## src/rtl/adc_pkg.sv

```systemverilog
// Shared definitions for the dual-chip ADC command sequencer: command
// encodings, the power-up register table and the FSM state codes.
package adc_pkg;

  localparam logic [1:0]  OP_CONVERT    = 2'b00;
  localparam logic [1:0]  OP_WRITE      = 2'b10;
  localparam logic [15:0] CMD_CALIBRATE = 16'h5500;
  localparam logic [15:0] CMD_DUMMY     = 16'hE800;  // READ register 40

  localparam int INIT_REGS = 8;

  // 8-bit state codes keep the encoding aligned with the SPI engine's FSM.
  localparam logic [7:0] ST_IDLE = 8'h00;
  localparam logic [7:0] ST_LOAD = 8'h01;
  localparam logic [7:0] ST_REQ  = 8'h02;
  localparam logic [7:0] ST_RELS = 8'h03;
  localparam logic [7:0] ST_NEXT = 8'h04;

  typedef enum logic {
    MODE_CFG = 1'b0,
    MODE_FRM = 1'b1
  } mode_t;

  function automatic logic [15:0] cmd_write(input logic [5:0] r, input logic [7:0] v);
    return {OP_WRITE, r, v};
  endfunction

  function automatic logic [15:0] cmd_convert(input logic [5:0] c);
    return {OP_CONVERT, c, 8'h00};
  endfunction

  // Power-up values for configuration registers 0..7.
  function automatic logic [7:0] init_val(input logic [2:0] r);
    logic [7:0] v;
    case (r)
      3'd0:    v = 8'h03;
      3'd1:    v = 8'h10;
      3'd2:    v = 8'h00;
      3'd3:    v = 8'h44;
      3'd4:    v = 8'h0F;
      3'd5:    v = 8'hA5;
      3'd6:    v = 8'h20;
      default: v = 8'h81;
    endcase
    return v;
  endfunction

endpackage

```

## src/rtl/adc_seq_if.sv

```systemverilog
// Handshake between the command sequencer (master) and the SPI engine (slave).
interface adc_seq_if;
  logic        fs;
  logic        fd_prd;
  logic [15:0] chip_txd;
  logic [31:0] chip_rxd;

  modport master (output fs, chip_txd, input fd_prd, chip_rxd);
  modport slave  (input fs, chip_txd, output fd_prd, chip_rxd);
endinterface

```

## src/rtl/adc_cmd_rom.sv

```systemverilog
// Command table lookup: (list, index) -> 16-bit ADC command.
module adc_cmd_rom
  import adc_pkg::*;
#(
  parameter int NUM_CH = 32
) (
  input  mode_t       mode,
  input  logic [6:0]  txn,
  output logic [15:0] cmd
);

  localparam logic [6:0] REGS_T = 7'(INIT_REGS);
  localparam logic [6:0] NCH_T  = 7'(NUM_CH);

  // NOTE: a default assignment before any branch keeps this purely
  // combinational; a path that leaves cmd unassigned would infer a latch.
  always_comb begin
    cmd = CMD_DUMMY;
    if (mode == MODE_CFG) begin
      if (txn < REGS_T)       cmd = cmd_write(txn[5:0], init_val(txn[2:0]));
      else if (txn == REGS_T) cmd = CMD_CALIBRATE;
    end else if (txn < NCH_T) begin
      cmd = cmd_convert(txn[5:0]);
    end
  end

endmodule

```

## src/rtl/adc_seq.sv

```systemverilog
// ADC command sequencer: power-up configuration list and per-start sampling
// frames over the fs/fd_prd handshake, with results re-aligned to channel.
module adc_seq
  import adc_pkg::*;
#(
  parameter int NUM_CH    = 32,
  parameter int PIPE      = 2,
  parameter int CAL_DUMMY = 9
) (
  input  logic        clk,
  input  logic        rst,
  input  logic        init,
  input  logic        start,
  adc_seq_if.master   spi,
  output logic [31:0] data_out,
  output logic        data_vld,
  output logic [5:0]  ch_idx,
  output logic        frame_done,
  output logic        cfg_done,
  output logic        busy,
  output logic        ovr
);

  localparam logic [6:0] CFG_LAST = 7'(INIT_REGS + CAL_DUMMY);
  localparam logic [6:0] FRM_LAST = 7'(NUM_CH + PIPE - 1);
  localparam logic [6:0] PIPE_T   = 7'(PIPE);

  logic [7:0]  state;
  mode_t       mode;
  logic [6:0]  txn;
  logic        init_pend;

  logic        init_go;
  logic        start_go;
  logic        last_txn;
  mode_t       rom_mode;
  logic [6:0]  rom_txn;
  logic [15:0] rom_cmd;

  assign init_go  = init | init_pend;
  assign start_go = start & cfg_done;
  assign last_txn = (mode == MODE_CFG) ? (txn == CFG_LAST) : (txn == FRM_LAST);
  assign busy     = (state != ST_IDLE);

  // The command is fetched on the way into LOAD, so chip_txd is stable for
  // the whole LOAD cycle before fs rises.
  assign rom_mode = (state == ST_IDLE) ? (init_go ? MODE_CFG : MODE_FRM) : mode;
  assign rom_txn  = (state == ST_IDLE) ? 7'd0 : txn + 7'd1;

  adc_cmd_rom #(.NUM_CH(NUM_CH)) u_rom (
    .mode (rom_mode),
    .txn  (rom_txn),
    .cmd  (rom_cmd)
  );

  // NOTE: every register here uses <= so all updates in a cycle see the
  // pre-edge values of each other; blocking assignments would order them.
  always_ff @(posedge clk or negedge rst) begin
    if (!rst) begin
      state        <= ST_IDLE;
      mode         <= MODE_CFG;
      txn          <= '0;
      init_pend    <= 1'b0;
      spi.fs       <= 1'b0;
      spi.chip_txd <= '0;
      data_out     <= '0;
      data_vld     <= 1'b0;
      ch_idx       <= '0;
      frame_done   <= 1'b0;
      cfg_done     <= 1'b0;
      ovr          <= 1'b0;
    end else begin
      data_vld   <= 1'b0;
      frame_done <= 1'b0;

      if (busy && init)  init_pend <= 1'b1;
      if (busy && start) ovr       <= 1'b1;

      case (state)
        ST_IDLE: begin
          if (init_go) begin
            mode         <= MODE_CFG;
            txn          <= '0;
            spi.chip_txd <= rom_cmd;
            cfg_done     <= 1'b0;
            ovr          <= 1'b0;
            init_pend    <= 1'b0;
            state        <= ST_LOAD;
          end else if (start_go) begin
            mode         <= MODE_FRM;
            txn          <= '0;
            spi.chip_txd <= rom_cmd;
            state        <= ST_LOAD;
          end
        end

        // Never raise fs while the engine still reports DONE.
        ST_LOAD: begin
          if (!spi.fd_prd) begin
            spi.fs <= 1'b1;
            state  <= ST_REQ;
          end
        end

        ST_REQ: begin
          if (spi.fd_prd) begin
            spi.fs <= 1'b0;
            state  <= ST_RELS;
            // The result of CONVERT(c) arrives PIPE transactions later.
            if (mode == MODE_FRM && txn >= PIPE_T) begin
              data_vld <= 1'b1;
              ch_idx   <= 6'(txn - PIPE_T);
              data_out <= spi.chip_rxd;
            end
          end
        end

        ST_RELS: begin
          if (!spi.fd_prd) state <= ST_NEXT;
        end

        ST_NEXT: begin
          if (last_txn) begin
            if (mode == MODE_CFG) cfg_done   <= 1'b1;
            else                  frame_done <= 1'b1;
            state <= ST_IDLE;
          end else begin
            txn          <= txn + 7'd1;
            spi.chip_txd <= rom_cmd;
            state        <= ST_LOAD;
          end
        end

        default: begin
          spi.fs <= 1'b0;
          state  <= ST_IDLE;
        end
      endcase
    end
  end

endmodule

```

## src/flat_wrapper.sv

```systemverilog
// flat-port wrapper written by rule: the top's interface ports become plain ports
module adc_seq_flat import adc_pkg::*;
#(
  parameter int NUM_CH    = 32,
  parameter int PIPE      = 2,
  parameter int CAL_DUMMY = 9
)
  (clk, rst, init, start, data_out, data_vld, ch_idx, frame_done, cfg_done, busy, ovr, spi_fs, spi_chip_txd, spi_fd_prd, spi_chip_rxd);
  adc_seq_if spi_i ();
  input  logic clk;
  input  logic rst;
  input  logic init;
  input  logic start;
  output logic [31:0] data_out;
  output logic data_vld;
  output logic [5:0] ch_idx;
  output logic frame_done;
  output logic cfg_done;
  output logic busy;
  output logic ovr;
  output wire logic [$bits(spi_i.fs)-1:0] spi_fs;
  output wire logic [$bits(spi_i.chip_txd)-1:0] spi_chip_txd;
  input wire logic [$bits(spi_i.fd_prd)-1:0] spi_fd_prd;
  input wire logic [$bits(spi_i.chip_rxd)-1:0] spi_chip_rxd;
  assign spi_fs = spi_i.fs;
  assign spi_chip_txd = spi_i.chip_txd;
  assign spi_i.fd_prd = spi_fd_prd;
  assign spi_i.chip_rxd = spi_chip_rxd;
  adc_seq #(.NUM_CH(NUM_CH), .PIPE(PIPE), .CAL_DUMMY(CAL_DUMMY)) u_core (.clk(clk), .rst(rst), .init(init), .start(start), .spi(spi_i), .data_out(data_out), .data_vld(data_vld), .ch_idx(ch_idx), .frame_done(frame_done), .cfg_done(cfg_done), .busy(busy), .ovr(ovr));
endmodule
```

## config.mk

```make
export PLATFORM = sky130hd
export DESIGN_NAME = adc_seq_flat
export DESIGN_NICKNAME = d
export VERILOG_FILES = /design/src/rtl/adc_pkg.sv /design/src/rtl/adc_seq_if.sv /design/src/rtl/adc_cmd_rom.sv /design/src/rtl/adc_seq.sv /design/src/flat_wrapper.sv
export SDC_FILE = /design/constraint.sdc
export NUM_CORES = 1
export LEC_CHECK = 0
export BUFFER_PORTS_ARGS = -buffer_cell sky130_fd_sc_hd__buf_2
export CAP_MARGIN = 20
export CORE_UTILIZATION = 45
export DETAILED_ROUTE_END_ITERATION = 12
export HOLD_SLACK_MARGIN = 0.03
export PLACE_DENSITY = 0.69
export SETUP_SLACK_MARGIN = 0.15
export SKIP_LAST_GASP = 1
export SLEW_MARGIN = 30
export SYNTH_ARGS = -nofsm -noshare
export SYNTH_HDL_FRONTEND = slang
export SYNTH_HIERARCHICAL = 1
export SYNTH_SLANG_ARGS = --single-unit
```

## constraint.sdc

```tcl
create_clock -name clk -period 7.8 [get_ports clk]
set_input_delay 0.78 -clock clk [delete_from_list [all_inputs] [get_ports clk]]
set_output_delay 0.78 -clock clk [all_outputs]
set_load 0.005 [all_outputs]
```

==> out/qor.yml, run 1 <==
status: "completed"
synth-simple-area-share: 0.111
fin_ws_ns: 5.35
pwr-share-seq: 0.445
synthesis.area_um2: 3370
cellPowerDensity_nw_per_um2: 240
ys_seq_elements: 71
synth_compound_area_frac: 0.0749
ff2ff_setup_slack_ns: 5.35
worstPathArrival_ns: 2.73
root_buffer: "clkbuf_8"
worstHoldPathType: "register to register"
place_ws_ns: 5.40
final_antenna_net_count: 0
post_cts_buffers: 0
rsz0062_at_grt: "no"
crit_path_start_kind: "register"
timing.fmax_mhz: 408
antenna_found_initial: 0
slowest_stage: "dfrtp_1"
io_buffers: 96
drive_gt1_frac: 0.476
synthFlopType: "dfrtp_1"
num_rows: 31
die_h_um: 88.6
p_clk_frac: 0.284
synth_top_family_by_area: "multiplexers"
cp_max_fo: 15
grt_max_degree: 72
synth_top_area_share: 0.527
period_needed_ns: 2.45
slowest_delay_ns: 0.54
finalSetupTns_ns: 0
r2r-end: "u_core/spi.chip_txd[10]"
antenna_cells: 0
synthXorXnorAreaFrac: 0.0260
insertion_delay_ns: 0.34
final_common_cell: "buf_2"
post_cts_resized: 0
grt_pass1_vias: 2172
holdPathStages: 2
reg2reg_depth: 7
path_clk_slew_ns: 0.07
vdd_drop_max_uv: 123
leakagePower_nw: 2.27
area_delta_synth_final_pct: 21.4
hold_viol: 0
p_sw_w: 0.000304
finalSetupViolations: 0
synthTopCellsByArea: "dfrtp_1 53%, mux2_2 12%, mux2_4 6.7%"
worstMarginPinSlew_ns: 0.625
path_cells: "nor3_1, buf_4, nor2_1, or3_4, or4b_4, a21oi_1, mux2_4"
ys_async_sr_fraction: 1.00
slew_violations: 0
synthMuxAreaShare: 0.200
grt_pass1_wl_um: 10100
syn-num-nets: 312
worstHoldStart: "u_core/ovr"
avgRoutedWirePerCell_um: 13.8
synth_cells: 270
final_area_um2: 4100
power_frac_comb: 0.271
htree_levels: 3
cts.path.max_buffers: 2
ys_warn_count: 6
viasPerCell: 4.96
drt-total-wl_um: 6510
crit_buf_inv: 1
synth_edf_count: 0
dr.pass1.iters: 4
vias: 2334
dp_cells: 456
p_int_w: 0.000680
place_area_um2: 3910
drc: 0
mostFrequentLayoutCells: "96 x buf_2, 71 x dfrtp_1, 37 x mux2_2"
required_ns: 8.09
drv_cap: 0
coreArea_um2: 7250
initial_core_util: 0.465
overflow: 0
fin_total_pwr_w: 0.000984
cts.sinks: 71
avgSynthCellArea_um2: 12.5
worst_slew_margin_rel: 0.583
synth.distinct_cells: 50
dieArea_um2: 7850
fin_crit_sh: 0.314
crit_path_end_kind: "register"
yosys.area.top_type: "dfrtp_1"
final-instance-count-excl-fill: 471
yosysSeqAreaShare: 0.527
netSwitchingFraction: 0.309
crit_cells: 7
initialDrtViolationCount: 97
cts_tree: "done"
holdBufCountCts: 0
fin_skew_ns: 0.00502
grt.total_usage: 0.173
critPathKind: "register to register"
dp_hpwl_um: 4600
regToRegStartpoint: "u_core/state[2]"
cp_top_family: "simple AND/OR/NAND/NOR gates"
gp_congestion: 0.836
min_to: "u_core/ovr"
synth_fa_ha_area_frac: 0.0185
io_pins: 97
die_w_um: 88.6
nets: 410
cts_buffers: 9
## metrics by stage
stage	hold WS, ns	utilization
after floorplan	0.484	-
after global placement	0.477	0.539
after detailed placement	0.483	0.539
after CTS	0.499	0.564
after global routing	0.514	0.565
final	0.495	0.565
## cell usage after synthesis, types with 2 or more instances
cell type,number
nand2_1,10
mux2_4,15
buf_6,2
o31a_1,2
nand2b_1,2
buf_4,2
a31oi_1,2
nand3b_1,2
or4b_4,2
xor2_1,2
o21ai_0,12
a21oi_1,8
nand3_1,4
mux2_2,37
buf_2,3
and3_1,6
xnor2_1,8
ha_1,5
dfrtp_1,71
buf_12,2
nor3_1,5
mux2i_1,2
inv_1,11
nor2_1,25
clkbuf_1,3
nor2b_1,3
## registers in the layout, summed over array words and instances, names as in the netlist
register             cells
u_core/txn               7
u_core/cfg_done          1
u_core/init_pend         1
u_core/spi.fs            1
u_core/state             3
u_core/spi.chip_txd     16
u_core/ovr               1
u_core/mode              1
u_core/ch_idx            6
u_core/frame_done        1
u_core/data_out         32
u_core/data_vld          1
## cells by family (layout without fill, tap and decap cells)
group,after synthesis,count (layout)
xor+xnor,10,10
simple gates,70,70
buf+inv,23,125
fa+ha+maj,5,5
flops,71,71
compound gates,36,36
mux,55,55
## tightest hold or removal path: cells and delay by family, from the launching register on
family / cells / cell delay, ns
flops: 1 / 0.34
simple gates: 1 / 0.08
compound gates: 1 / 0.04
## per-layer routing
metal	routed length, um	vias to the layer above	part of all wire	GRT usage
li1	-	1134	-	-
met3	219	10	0.034	0.0410
met1	2910	1128	0.45	0.221
met2	3260	62	0.50	0.269
met4	119	0	0.018	0.0997
met5	0	-	0	0
## power by group through the flow
stage / registers [W] / logic [W] / clock network, W
global route: 0.000443 / 0.000297 / 0.000305
global placement: 0.000443 / 0.000264 / 0
CTS: 0.000437 / 0.000269 / 0.000293
detailed placement: 0.000444 / 0.000267 / 0
floorplan: 0.000435 / 0.000226 / 0
finish: 0.000437 / 0.000267 / 0.000279
## cell type report
class	count	area [um^2]
clock buffer	9	124
clock inverter	6	61.3
sequential	71	1780
tap	99	124
inverter	11	41.3
fill	630	3160
timing repair buffer	99	507
multi-input combinational	176	1460
## how the worst max path moves through the flow
stage               startpoint                      end
2_1_floorplan  u_core/state[2]  u_core/spi.chip_txd[10]
3_3_place_gp   u_core/state[2]  u_core/spi.chip_txd[10]
3_5_place_dp   u_core/state[2]  u_core/spi.chip_txd[10]
4_1_cts        u_core/state[2]  u_core/spi.chip_txd[10]
5_1_grt        u_core/state[2]   u_core/spi.chip_txd[8]
6_report       u_core/state[2]  u_core/spi.chip_txd[10]
(Power assumes the default switching activity.)
==> run 2: changes to the inputs <==
==> constraint.sdc (replaced) <==
create_clock -name clk -period 2.5 [get_ports clk]
set_input_delay 0.25 -clock clk [delete_from_list [all_inputs] [get_ports clk]]
set_output_delay 0.25 -clock clk [all_outputs]
set_load 0.005 [all_outputs]
==> out/qor.yml, run 2 (synthesis gave the netlist of run 1 again) <==
status: "completed"
crit_buf_inv: 0
hold_viol: 0
die_h_um: 88.6
vdd_drop_max_uv: 320
gp_congestion: 0.816
insertion_delay_ns: 0.34
rsz0062_at_grt: "yes"
final_antenna_net_count: 0
fin_skew_ns: 0.0108
worstHoldPathType: "input port to register"
drc: 0
cts.path.max_buffers: 2
critPathKind: "register to register"
slowest_delay_ns: 0.45
drt-total-wl_um: 6950
die_w_um: 88.6
ff2ff_setup_slack_ns: 0.26
drive_gt1_frac: 0.501
worstMarginPinSlew_ns: 0.587
cellPowerDensity_nw_per_um2: 774
dieArea_um2: 7850
mostFrequentLayoutCells: "96 x buf_2, 70 x dfrtp_1, 37 x mux2_2"
cp_max_fo: 7
nets: 418
slowest_stage: "dfrtp_2"
cts_buffers: 9
num_rows: 31
grt_max_degree: 48
path_clk_slew_ns: 0.08
overflow: 0
critPathMostFrequentCell: "nor2_1"
drv_cap: 0
dr.pass1.iters: 4
largest_reg_flops: 32
place_area_um2: 3980
leakagePower_nw: 2.34
io_pins: 97
vias: 2408
area_delta_synth_final_pct: 26.1
htree_levels: 3
coreArea_um2: 7250
grt_pass1_wl_um: 10700
fin_crit_sh: 0.895
grt_pass1_vias: 2262
worst_slew_margin_rel: 0.608
io_buffers: 96
slew_violations: 0
initial_core_util: 0.465
crit_path_end_kind: "register"
timing.fmax_mhz: 447
antenna_cells: 0
reg.largest.list: "u_core/data_out: 32 flops, u_core/spi.chip_txd: 16 flops, u_core/txn: 7 flops"
path_cells: "ha_1, nand3_1, nor2_1, xnor2_1, nor2_1, or2_2, nor4_2, and3_1, mux2_4"
viasPerCell: 5.02
finalSetupViolations: 0
finalSetupTns_ns: 0
avgRoutedWirePerCell_um: 14.5
cp_top_family: "simple AND/OR/NAND/NOR gates"
period_needed_ns: 2.24
cts_tree: "done"
worstPathArrival_ns: 2.52
post_cts_buffers: 0
final_area_um2: 4250
root_buffer: "clkbuf_8"
final_common_cell: "buf_2"
regMostFlops: "u_core/data_out"
dp_hpwl_um: 4970
antenna_found_initial: 0
initialDrtViolationCount: 133
cts.sinks: 71
required_ns: 2.78
grt.total_usage: 0.178
crit_path_start_kind: "register"
-- run 2: area by class of cell --
cell class	instances	area [um^2]
flip-flops and latches	71	1780
inverters	11	41.3
well taps	99	124
repair buffers	106	583
clock buffers	10	128
clock inverters	6	93.8
fillers	643	3000
multi-input cells	177	1510
-- run 2: metrics by stage --
stage	total power (W)	worst slack [ns]	hold slack [ns]	utilization	cells
after floorplan	0.00208	0.191	-0.0456	-	270
final	0.00329	0.262	0.121	0.586	480
after global placement	0.00224	0.187	0.286	0.549	462
after detailed placement	0.00226	0.114	0.290	0.549	462
after CTS	0.00328	0.194	0.114	0.582	479
after global routing	0.00349	0.129	0.124	0.586	480
-- run 2: metal layers --
metal | global-route usage | wire length (um) | vias up
li1 | - | - | 1161
met1 | 0.233 | 3060 | 1175
met2 | 0.292 | 3510 | 65
met3 | 0.0345 | 315 | 7
met4 | 0.0733 | 65 | 0
met5 | 0 | 0 | -
-- run 2: worst reg2reg max path, delay by kind of cell, from the launching register on --
family | cells | cell delay [ns]
and+or+nand+nor | 6 | 1.17
DFF | 1 | 0.45
adders and majority gates | 1 | 0.28
xor gates and xnor gates | 1 | 0.15
muxes | 1 | 0.14
-- run 2: where the power goes --
group	internal (W)	leakage (nW)	switching, W
combinational	0.000458	1.28	0.000464
sequential	0.00126	0.953	0.0000936
clock	0.000569	0.107	0.000444
-- run 2: worst paths after layout --
path / startpoint / to / depth (start not counted)
max in group asynchronous: rst / u_core/txn[3] / 3
worst min-delay path: spi_chip_rxd[30] / u_core/data_out[30] / 2
worst min register to register: u_core/ovr / u_core/ovr / 2
worst max-delay path: u_core/txn[0] / u_core/spi.chip_txd[3] / 9
worst max register to register: u_core/txn[0] / u_core/spi.chip_txd[3] / 9
min in group asynchronous: rst / u_core/spi.chip_txd[10] / 2
-- run 2: timing repair --
| action | in CTS | in global routing |
|---|---|---|
| pin swaps | 0 | 1 |
| hold buffers | 1 | 0 |
| setup endpoints to repair | 5 | 17 |
| gates resized for setup | 2 | 6 |
| cloned | 0 | 1 |
| endpoints found under the hold margin | 24 | 0 |
